[src/rtl/store_buffer.sv]
// Posted-write store buffer: lane-aligns stores, queues them in order, drains
// them to the data-memory port over req/ack and flags loads to pending words.
module store_buffer #(
    parameter int DEPTH = 4,
    parameter int PTR_W = 2
) (
    input  logic             i_clk,
    input  logic             i_rst,
    input  logic             st_valid,
    input  logic [31:0]      st_addr,
    input  logic [31:0]      st_data,
    input  logic [3:0]       st_byte_en,
    output logic             sb_full,
    output logic             sb_empty,
    output logic [PTR_W:0]   sb_count,
    output logic             dm_req,
    output logic [31:0]      dm_addr,
    output logic [31:0]      dm_wdata,
    output logic [3:0]       dm_be,
    output logic             dm_we,
    input  logic             dm_ack,
    input  logic             ld_valid,
    input  logic [31:0]      ld_addr,
    output logic             ld_hazard
);

    localparam logic [PTR_W:0] FULL_CNT = (PTR_W + 1)'(DEPTH);

    logic [29:0]      addr_q [DEPTH];
    logic [31:0]      data_q [DEPTH];
    logic [3:0]       be_q   [DEPTH];
    logic [PTR_W-1:0] wr_ptr;
    logic [PTR_W-1:0] rd_ptr;
    logic [PTR_W:0]   count;

    logic             push;
    logic             pop;
    logic [31:0]      wdata_aligned;
    logic             word_hit;
    logic [PTR_W-1:0] offs;
    logic             unused_ld_offset;

    assign sb_count = count;
    assign sb_full  = (count == FULL_CNT);
    assign sb_empty = (count == '0);

    assign push = st_valid && !sb_full && (st_byte_en != 4'b0000);
    assign pop  = dm_req && dm_ack;

    // Full-word stores keep their data unshifted even when the address is misaligned.
    always_comb begin
        if (st_byte_en == 4'b1111)
            wdata_aligned = st_data;
        else
            wdata_aligned = st_data << {st_addr[1:0], 3'b000};
    end

    always_ff @(posedge i_clk or negedge i_rst) begin
        if (!i_rst) begin
            wr_ptr <= '0;
            rd_ptr <= '0;
            count  <= '0;
            for (int i = 0; i < DEPTH; i++) begin
                addr_q[i] <= '0;
                data_q[i] <= '0;
                be_q[i]   <= '0;
            end
        end else begin
            if (push) begin
                addr_q[wr_ptr] <= st_addr[31:2];
                data_q[wr_ptr] <= wdata_aligned;
                be_q[wr_ptr]   <= st_byte_en;
                wr_ptr         <= wr_ptr + 1'b1;
            end
            if (pop)
                rd_ptr <= rd_ptr + 1'b1;
            case ({push, pop})
                2'b10:   count <= count + 1'b1;
                2'b01:   count <= count - 1'b1;
                default: count <= count;
            endcase
        end
    end

    assign dm_req   = !sb_empty;
    assign dm_we    = dm_req;
    assign dm_addr  = dm_req ? {addr_q[rd_ptr], 2'b00} : '0;
    assign dm_wdata = dm_req ? data_q[rd_ptr] : '0;
    assign dm_be    = dm_req ? be_q[rd_ptr] : '0;

    // An entry is occupied when its distance from the head is below the count.
    always_comb begin
        word_hit = 1'b0;
        offs     = '0;
        for (int i = 0; i < DEPTH; i++) begin
            offs = PTR_W'(i) - rd_ptr;
            if (({1'b0, offs} < count) && (addr_q[i] == ld_addr[31:2]))
                word_hit = 1'b1;
        end
    end

    assign ld_hazard        = ld_valid && word_hit;
    assign unused_ld_offset = ^ld_addr[1:0];

endmodule

[config.mk]
export PLATFORM = sky130hd
export DESIGN_NAME = store_buffer
export DESIGN_NICKNAME = d
export VERILOG_FILES = /design/src/rtl/store_buffer.sv
export SDC_FILE = /design/constraint.sdc
export NUM_CORES = 1
export LEC_CHECK = 0
export CAP_MARGIN = 20
export CELL_PAD_IN_SITES_DETAIL_PLACEMENT = 1
export CELL_PAD_IN_SITES_GLOBAL_PLACEMENT = 2
export CORE_UTILIZATION = 39
export CTS_CLUSTER_DIAMETER = 60
export CTS_CLUSTER_SIZE = 14
export DETAILED_ROUTE_END_ITERATION = 10
export GPL_ROUTABILITY_DRIVEN = 0
export PLACE_DENSITY_LB_ADDON = 0.1
export SYNTH_ARGS = -nofsm -noshare
export SYNTH_HDL_FRONTEND = slang
export SYNTH_SLANG_ARGS = --single-unit
[constraint.sdc]
create_clock -name i_clk -period 2.7 [get_ports i_clk]
set_clock_uncertainty 0.15 [all_clocks]
set_input_delay 0.27 -clock i_clk [delete_from_list [all_inputs] [get_ports i_clk]]
set_output_delay 0.27 -clock i_clk [all_outputs]
set_load 0.005 [all_outputs]
==> results.py, run 1 <==
metrics = {
    "cts": {
        "cts_root_buf": "clkbuf_16",
        "clkTransAtPathRegs_ns": 0.07,
        "cts_tree": "done",
        "cts_made_buffers": 29,
        "cts_sinks": 271,
        "worstSkewPairLatency_ns": 0.55,
        "cts_buffer_depth": 3,
        "htreeDepth": 1,
    },
    "critical_path": {
        "path_class": "register to output pin",
        "required_ns": 2.28,
        "reg2regPathDepth": 12,
        "max_stage_delay_ns": 0.56,
        "cpMostUsedCell": "buf_6",
        "worst_ep_arrival_time_ns": 2.49,
        "start_kind": "register",
        "crit_chain": "buf_6 -> xnor2_4 -> inv_2 -> ha_4 -> a2111oi_4 -> or4_4 -> buf_6",
        "worst-path-max-fanout": 2,
        "cp_slowest_cell": "or4_4",
        "cp-end-kind": "output pin",
    },
    "detailed_routing": {
        "ant_nets": 0,
        "routed_wl_um": 47980,
        "drt_iter0_drc": 481,
        "drc": 0,
        "vias_per_cell": 5.268,
        "drtPass1Iterations": 5,
        "via_count": 10410,
        "routedWlPerCell_um": 24.28,
    },
    "global_route": {
        "grt_pass1_vias": 11510,
        "grt_antenna_before_repair": 0,
        "grt_pass1_wl_um": 72930,
        "grt_max_degree": 90,
        "grt_overflow": 0,
        "track_usage": 0.2505,
    },
    "power": {
        "p_comb_frac": 0.534,
        "seqPwrFrac": 0.302,
        "finalPower_uw": 25160,
        "switchingPower_uw": 8938,
        "power.internal_uw": 16220,
        "ir_drop_v": 0.0004905,
        "power-per-cell-area_mw_per_mm2": 1267,
        "switching_share": 0.3552,
        "leakagePower_uw": 0.009184,
        "p_clk_frac": 0.165,
    },
    "run_status": {
        "violations": "setup timing",
        "status": "finished with violations",
    },
    "synth": {
        "synth_edf_count": 0,
        "synthArstFlopShare": 1.000,
        "synth_adder_area_share": 0.008831,
        "synth_compound_area_frac": 0.06057,
        "synth_cell_types": 50,
        "synth_area_mm2": 0.01502,
        "ys.flop_type": "dfrtp_1",
        "synth_top_family_by_area": "multiplexers",
        "syn_inst": 1157,
        "synth-xor-area-share": 0.07406,
        "yosysWarningCount": 0,
        "synthMuxAreaShare": 0.2708,
        "ys_seq_area_frac": 0.4516,
        "syn_avg_cell_area_um2": 12.98,
        "synth_seq_cells": 271,
        "synthSimpleGateAreaFrac": 0.09331,
    },
    "sta": {
        "finalHoldViolations": 0,
        "setup_violations": 38,
        "worst_pin_slew_ns": 0.6731,
        "slew_violations": 0,
        "period_needed_ns": 2.906,
        "fmaxAchievable_mhz": 344.1,
        "slew_headroom": 0.5512,
        "tns_ns": -1.890,
        "fin_ws_ns": -0.2065,
        "fin_crit_sh": 1.076,
        "rsz0062_at_grt": "yes",
    },
    "placed_design": {
        "portBuffers": 176,
        "dpl.hpwl_um": 32490,
        "dp_cells": 1887,
        "dpl-instance-area_mm2": 0.01806,
    },
    "layout": {
        "layout-drive-gt1-share": 0.3959,
        "fin_cells": 1976,
        "antennaDiodeCount": 0,
        "syn2layout_area_growth_pct": 32.20,
        "final_util": 0.5259,
        "fin_area_mm2": 0.01985,
        "finish.net_count": 1563,
    },
    "die": {
        "die_w_um": 198.2,
        "dieArea_mm2": 0.03930,
        "num_rows": 71,
        "core-area_mm2": 0.03776,
        "die_h_um": 198.2,
        "ioPinCount": 181,
        "initial_utilization": 0.3978,
    },
    "worst_hold_path": {
        "hold_class": "primary input to asynchronous set/reset pin",
    },
    "job": {
        "drv_cap": 0,
    },
}
[synthesized netlist by cell type, types with 3 or more instances]
library cell / instances / share of area
xor2_1: 113 / 0.066
a21oi_1: 20 / 0.0067
a2bb2oi_1: 6 / 0.0035
inv_1: 15 / 0.0037
nand2_1: 115 / 0.029
xnor2_1: 14 / 0.0082
mux2_4: 160 / 0.16
nor4_1: 24 / 0.010
nor2_1: 5 / 0.0012
buf_8: 16 / 0.016
o21ai_0: 103 / 0.034
a22oi_1: 7 / 0.0035
a2111oi_0: 4 / 0.0023
buf_6: 6 / 0.0045
o21ai_1: 6 / 0.0020
nand2b_1: 6 / 0.0025
mux2_1: 3 / 0.0022
and3_1: 6 / 0.0025
nor2b_1: 67 / 0.028
buf_4: 4 / 0.0020
mux2_2: 11 / 0.0082
nand3_1: 12 / 0.0040
nor3_1: 4 / 0.0013
mux4_2: 66 / 0.099
clkbuf_1: 16 / 0.0040
nand4_1: 8 / 0.0033
nand2_8: 4 / 0.0053
dfrtp_1: 271 / 0.45
buf_1: 3 / 0.00075
clkbuf_2: 6 / 0.0020
ha_1: 9 / 0.0075
a221oi_1: 6 / 0.0035
buf_2: 23 / 0.0077
[critical path: cells and delay by family, from the launching register on]
family	cells	cell delay, ns
and+or+nand+nor	1	0.56
DFF	1	0.50
adders and majority gates	1	0.28
AOI/OAI and AO/OA	1	0.06
xor gates and xnor gates	1	0.18
buffers and inverters	3	0.34
[registers in the layout, summed over array words and instances (netlist names)]
register and flops:
be_q 16, data_q 128, addr_q 120, sb_count 3, wr_ptr 2, rd_ptr 2
[per-stage QoR]
step | hold WS (ns) | setup WS [ns]
2_1_floorplan | -0.1756 | 0.2980
3_3_place_gp | 0.03927 | -0.5524
3_5_place_dp | 0.03876 | -0.6256
4_1_cts | 0.04467 | -0.1761
5_1_grt | 0.06612 | -0.2571
6_report | 0.03721 | -0.2065
[timing repair]
action                     in CTS  in global routing
pin swaps                      10                  1
cloned                          7                  0
hold buffers                    1                  0
hold endpoints to repair      271                  0
setup endpoints to repair      68                 53
gates resized for setup       344                 63
setup buffers                  34                 10
[path summary, 6_finish.rpt]
kind                        startpoint     endpoint  slack [ns]
setup / recovery             rd_ptr[0]    ld_hazard       -0.21
hold / removal                   i_rst  addr_q[112]        0.04
setup reg to reg           sb_count[0]  sb_count[2]        0.27
hold reg to reg             data_q[43]   data_q[43]        0.32
max in group asynchronous        i_rst   data_q[44]        1.50
min in group i_clk         st_addr[31]  addr_q[119]        0.27
[layer usage]
metal,global-route usage,up-vias,part of all wire
met5,0,-,0
met4,0.09532,0,0.037
met3,0.03049,83,0.037
met2,0.4207,255,0.49
met1,0.3302,5374,0.43
li1,-,4698,-
[cell type report]
type                            instances  area, um2
Clock buffer                           30      729.5
Clock inverter                         18      231.5
Fill cell                            3846      17900
Inverter                               15      62.56
Multi-Input combinational cell        798       8059
Sequential cell                       271       6792
Tap cell                              511      639.4
Timing Repair Buffer                  333       3341
[power by group through the flow]
stage	clock [uW]	sequential (uW)	combinational (uW)
global placement	0	7480	12000
detailed placement	0	7560	12100
CTS	4220	7550	13300
global route	4390	7800	14300
floorplan	0	7020	7390
finish	4140	7590	13400
[layout by cell type, fill, tap and decap left out, drive strengths merged, types with 24 or more instances in the layout]
cell / synthesis / final
dfrtp: 271 / 271
buf: 52 / 209
mux2: 174 / 174
nand2: 119 / 119
xor2: 113 / 113
o21ai: 110 / 110
clkdlybuf4s50: 0 / 108
nor2b: 67 / 67
mux4: 66 / 66
clkbuf: 22 / 43
nor4: 24 / 24
[cells by family after synthesis]
family,Yosys count
adder cells (fa/ha/maj),10
buffers and inverters,89
multiplexers,242
other,1
XOR/XNOR,127
flip-flops,271
AO/OA/AOI/OAI,158
AND/OR/NAND/NOR,259
No activity file was read; power rests on OpenSTA's default activity.
==> inputs of run 2 (changes only) <==
--- a/config.mk
+++ b/config.mk
@@ -14,6 +14,7 @@
 export DETAILED_ROUTE_END_ITERATION = 10
 export GPL_ROUTABILITY_DRIVEN = 0
 export PLACE_DENSITY_LB_ADDON = 0.1
+export SLEW_MARGIN = 20
 export SYNTH_ARGS = -nofsm -noshare
 export SYNTH_HDL_FRONTEND = slang
 export SYNTH_SLANG_ARGS = --single-unit
==> results of run 2 <==
The final DEF is identical to that of run 1; final timing and power are the same.
==> inputs of run 3 (changes only) <==
--- a/config.mk
+++ b/config.mk
@@ -8,7 +8,8 @@
 export CAP_MARGIN = 20
 export CELL_PAD_IN_SITES_DETAIL_PLACEMENT = 1
 export CELL_PAD_IN_SITES_GLOBAL_PLACEMENT = 2
-export CORE_UTILIZATION = 39
+export CORE_UTILIZATION = 40
+export CTS_BUF_LIST = sky130_fd_sc_hd__clkbuf_8
 export CTS_CLUSTER_DIAMETER = 60
 export CTS_CLUSTER_SIZE = 14
 export DETAILED_ROUTE_END_ITERATION = 10
==> run 3 against run 2 <==
Against the previous run: the flow still finishes with violations (setup timing); global-route usage decreased by 0.15 points; register-to-register slack worse by 0.04 ns; critical path depth increased by 2; total power shrank 1.7%; utilization grew 1.1 points; sequential power shrank 0.9%; cell area decreased by 0.56%; largest cell class unchanged; highest routed layer unchanged.
==> results.py, run 3 (synthesized netlist as in run 1, its figures left out) <==
metrics = {
    "placed_design": {
        "portBuffers": 176,
        "place_ws_ns": -0.7499,
        "dpl.hpwl_um": 32110,
        "dpl-instance-area_mm2": 0.01802,
        "dp_cells": 1840,
    },
    "critical_path": {
        "worst-path-max-fanout": 2,
        "cp_slowest_cell": "or4_4",
        "crit_family": "simple AND/OR/NAND/NOR gates",
        "required_ns": 2.28,
        "path_class": "register to output pin",
        "worst_ep_arrival_time_ns": 2.58,
        "max_stage_delay_ns": 0.54,
        "crit_chain": "buf_6 -> xnor2_4 -> buf_6 -> ha_4 -> a21oi_2 -> nand4_1 -> a2111oi_2 -> or4_4 -> buf_2",
        "cp-end-kind": "output pin",
        "cpMostUsedCell": "buf_6",
        "critical_path_buf_inv_count": 3,
        "start_kind": "register",
    },
    "global_route": {
        "grt_overflow": 0,
        "grt_pass1_wl_um": 71860,
        "grt_pass1_vias": 11380,
        "grt_antenna_before_repair": 0,
        "grt_max_degree": 86,
        "track_usage": 0.2490,
    },
    "sta": {
        "fin_ws_ns": -0.3014,
        "setup_violations": 58,
        "fin_crit_sh": 1.112,
        "worst_pin_slew_ns": 0.6626,
        "slew_violations": 0,
        "fmaxAchievable_mhz": 333.2,
        "tns_ns": -7.079,
        "period_needed_ns": 3.001,
        "slew_headroom": 0.5583,
        "finalHoldViolations": 0,
        "rsz0062_at_grt": "yes",
    },
    "detailed_routing": {
        "via_count": 10420,
        "vias_per_cell": 5.366,
        "ant_nets": 0,
        "drt_iter0_drc": 540,
        "routed_wl_um": 47960,
        "drtPass1Iterations": 4,
        "routedWlPerCell_um": 24.71,
        "drc": 0,
    },
    "cts": {
        "cts_sinks": 271,
        "cts_root_buf": "clkbuf_8",
        "clkTransAtPathRegs_ns": 0.10,
        "worstSkewPairLatency_ns": 0.64,
        "cts_buffer_depth": 3,
        "htreeDepth": 1,
        "cts_tree": "done",
        "cts_made_buffers": 29,
    },
    "run_status": {
        "violations": "setup timing",
        "status": "finished with violations",
    },
    "power": {
        "power-per-cell-area_mw_per_mm2": 1252,
        "p_clk_frac": 0.139,
        "leakagePower_uw": 0.009191,
        "seqPwrFrac": 0.304,
        "ir_drop_v": 0.0006018,
        "switching_share": 0.3577,
        "switchingPower_uw": 8846,
        "p_comb_frac": 0.556,
        "power.internal_uw": 15880,
    },
    "layout": {
        "reg_top3": "data_q (128), addr_q (120), be_q (16)",
        "final_cell_mix": "267 x dfrtp_1, 160 x mux2_4, 115 x nand2_1",
        "fill_cells": 3687,
        "fin_area_mm2": 0.01974,
        "final_util": 0.5367,
        "largest-register": "data_q",
        "layout_commonest_cell": "dfrtp_1",
        "layout-drive-gt1-share": 0.4039,
        "multiInputGateArea_mm2": 0.008073,
        "antennaDiodeCount": 0,
        "fin_cells": 1941,
        "register_area_mm2": 0.006792,
        "syn2layout_area_growth_pct": 31.46,
        "largest_register_ffs": 128,
        "finish.net_count": 1567,
    },
    "die": {
        "num_rows": 70,
        "dieArea_mm2": 0.03832,
        "ioPinCount": 181,
        "die_h_um": 195.8,
        "initial_utilization": 0.4083,
        "core-area_mm2": 0.03679,
        "die_w_um": 195.8,
    },
    "job": {
        "drv_cap": 0,
    },
    "worst_hold_path": {
        "hold_class": "primary input to asynchronous set/reset pin",
    },
}
==> run 3: changes by cell type in the layout (fill, tap and decap cells not counted), sizes merged <==
| cell | before | now |
|---|---|---|
| buf | 209 | 210 |
| bufinv | 4 | 7 |
| clkinvlp | 5 | 6 |
| clkbuf | 43 | 49 |
| inv | 20 | 18 |
| clkinv | 4 | 5 |
| clkdlybuf4s15 | 2 | 0 |
==> run 3: power by group through the flow <==
stage	registers, uW	clock network, uW	logic [uW]
6_report	7520	3450	13800
5_1_grt	7750	3680	14600
4_1_cts	7500	3530	13000
3_5_place_dp	7530	0	12100
3_3_place_gp	7450	0	11900
2_1_floorplan	7020	0	7390
==> run 3: worst paths after layout <==
path                             startpoint     endpoint  slack [ns]  cells after the start
min in group i_clk               st_addr[3]   addr_q[31]        0.19                      2
worst max register to register  sb_count[1]  sb_count[2]        0.23                     10
worst min-delay path                  i_rst   addr_q[85]        0.06                      3
max in group asynchronous             i_rst    data_q[9]        1.82                      3
worst max-delay path              rd_ptr[0]    ld_hazard       -0.30                      9
worst min register to register  data_q[104]  data_q[104]        0.33                      2
==> run 3: layout make-up <==
cell class / count / share of cell area
Clock buffer: 31 / 0.02161
Sequential cell: 271 / 0.3440
Inverter: 15 / 0.003422
Tap cell: 468 / 0.02966
Clock inverter: 21 / 0.01578
Multi-Input combinational cell: 798 / 0.4089
Timing Repair Buffer: 337 / 0.1766
==> run 3: worst reg2reg max path: cells and delay by family (launching register included) <==
kind / cells / cell delay, ns
fa+ha+maj: 2 / 0.60
buf+inv: 3 / 0.40
simple gates: 3 / 0.55
flops: 1 / 0.41
xor+xnor: 2 / 0.28
==> run 3: per-layer routing <==
layer,track usage,part of all wire,wire length [um]
met5,0,0,0
met4,0.07436,0.033,1585
met3,0.03524,0.036,1714
met1,0.3278,0.43,20750
met2,0.4263,0.50,23910
==> run 3: what timing repair did <==
item                                    CTS  global route
endpoints found under the setup margin   68            68
gates resized for setup                 327           110
buffers inserted                         29            18
pin swaps                                 8             4
hold endpoints to repair                271             0
cloned                                    5             3
hold buffers                              2             0
==> run 3: stage by stage <==
step / hold slack (ns) / power, uW
floorplan: -0.1756 / 14410
global placement: 0.002728 / 19390
detailed placement: 0.003915 / 19650
CTS: 0.02777 / 24010
global route: 0.05594 / 26060
finish: 0.05697 / 24730
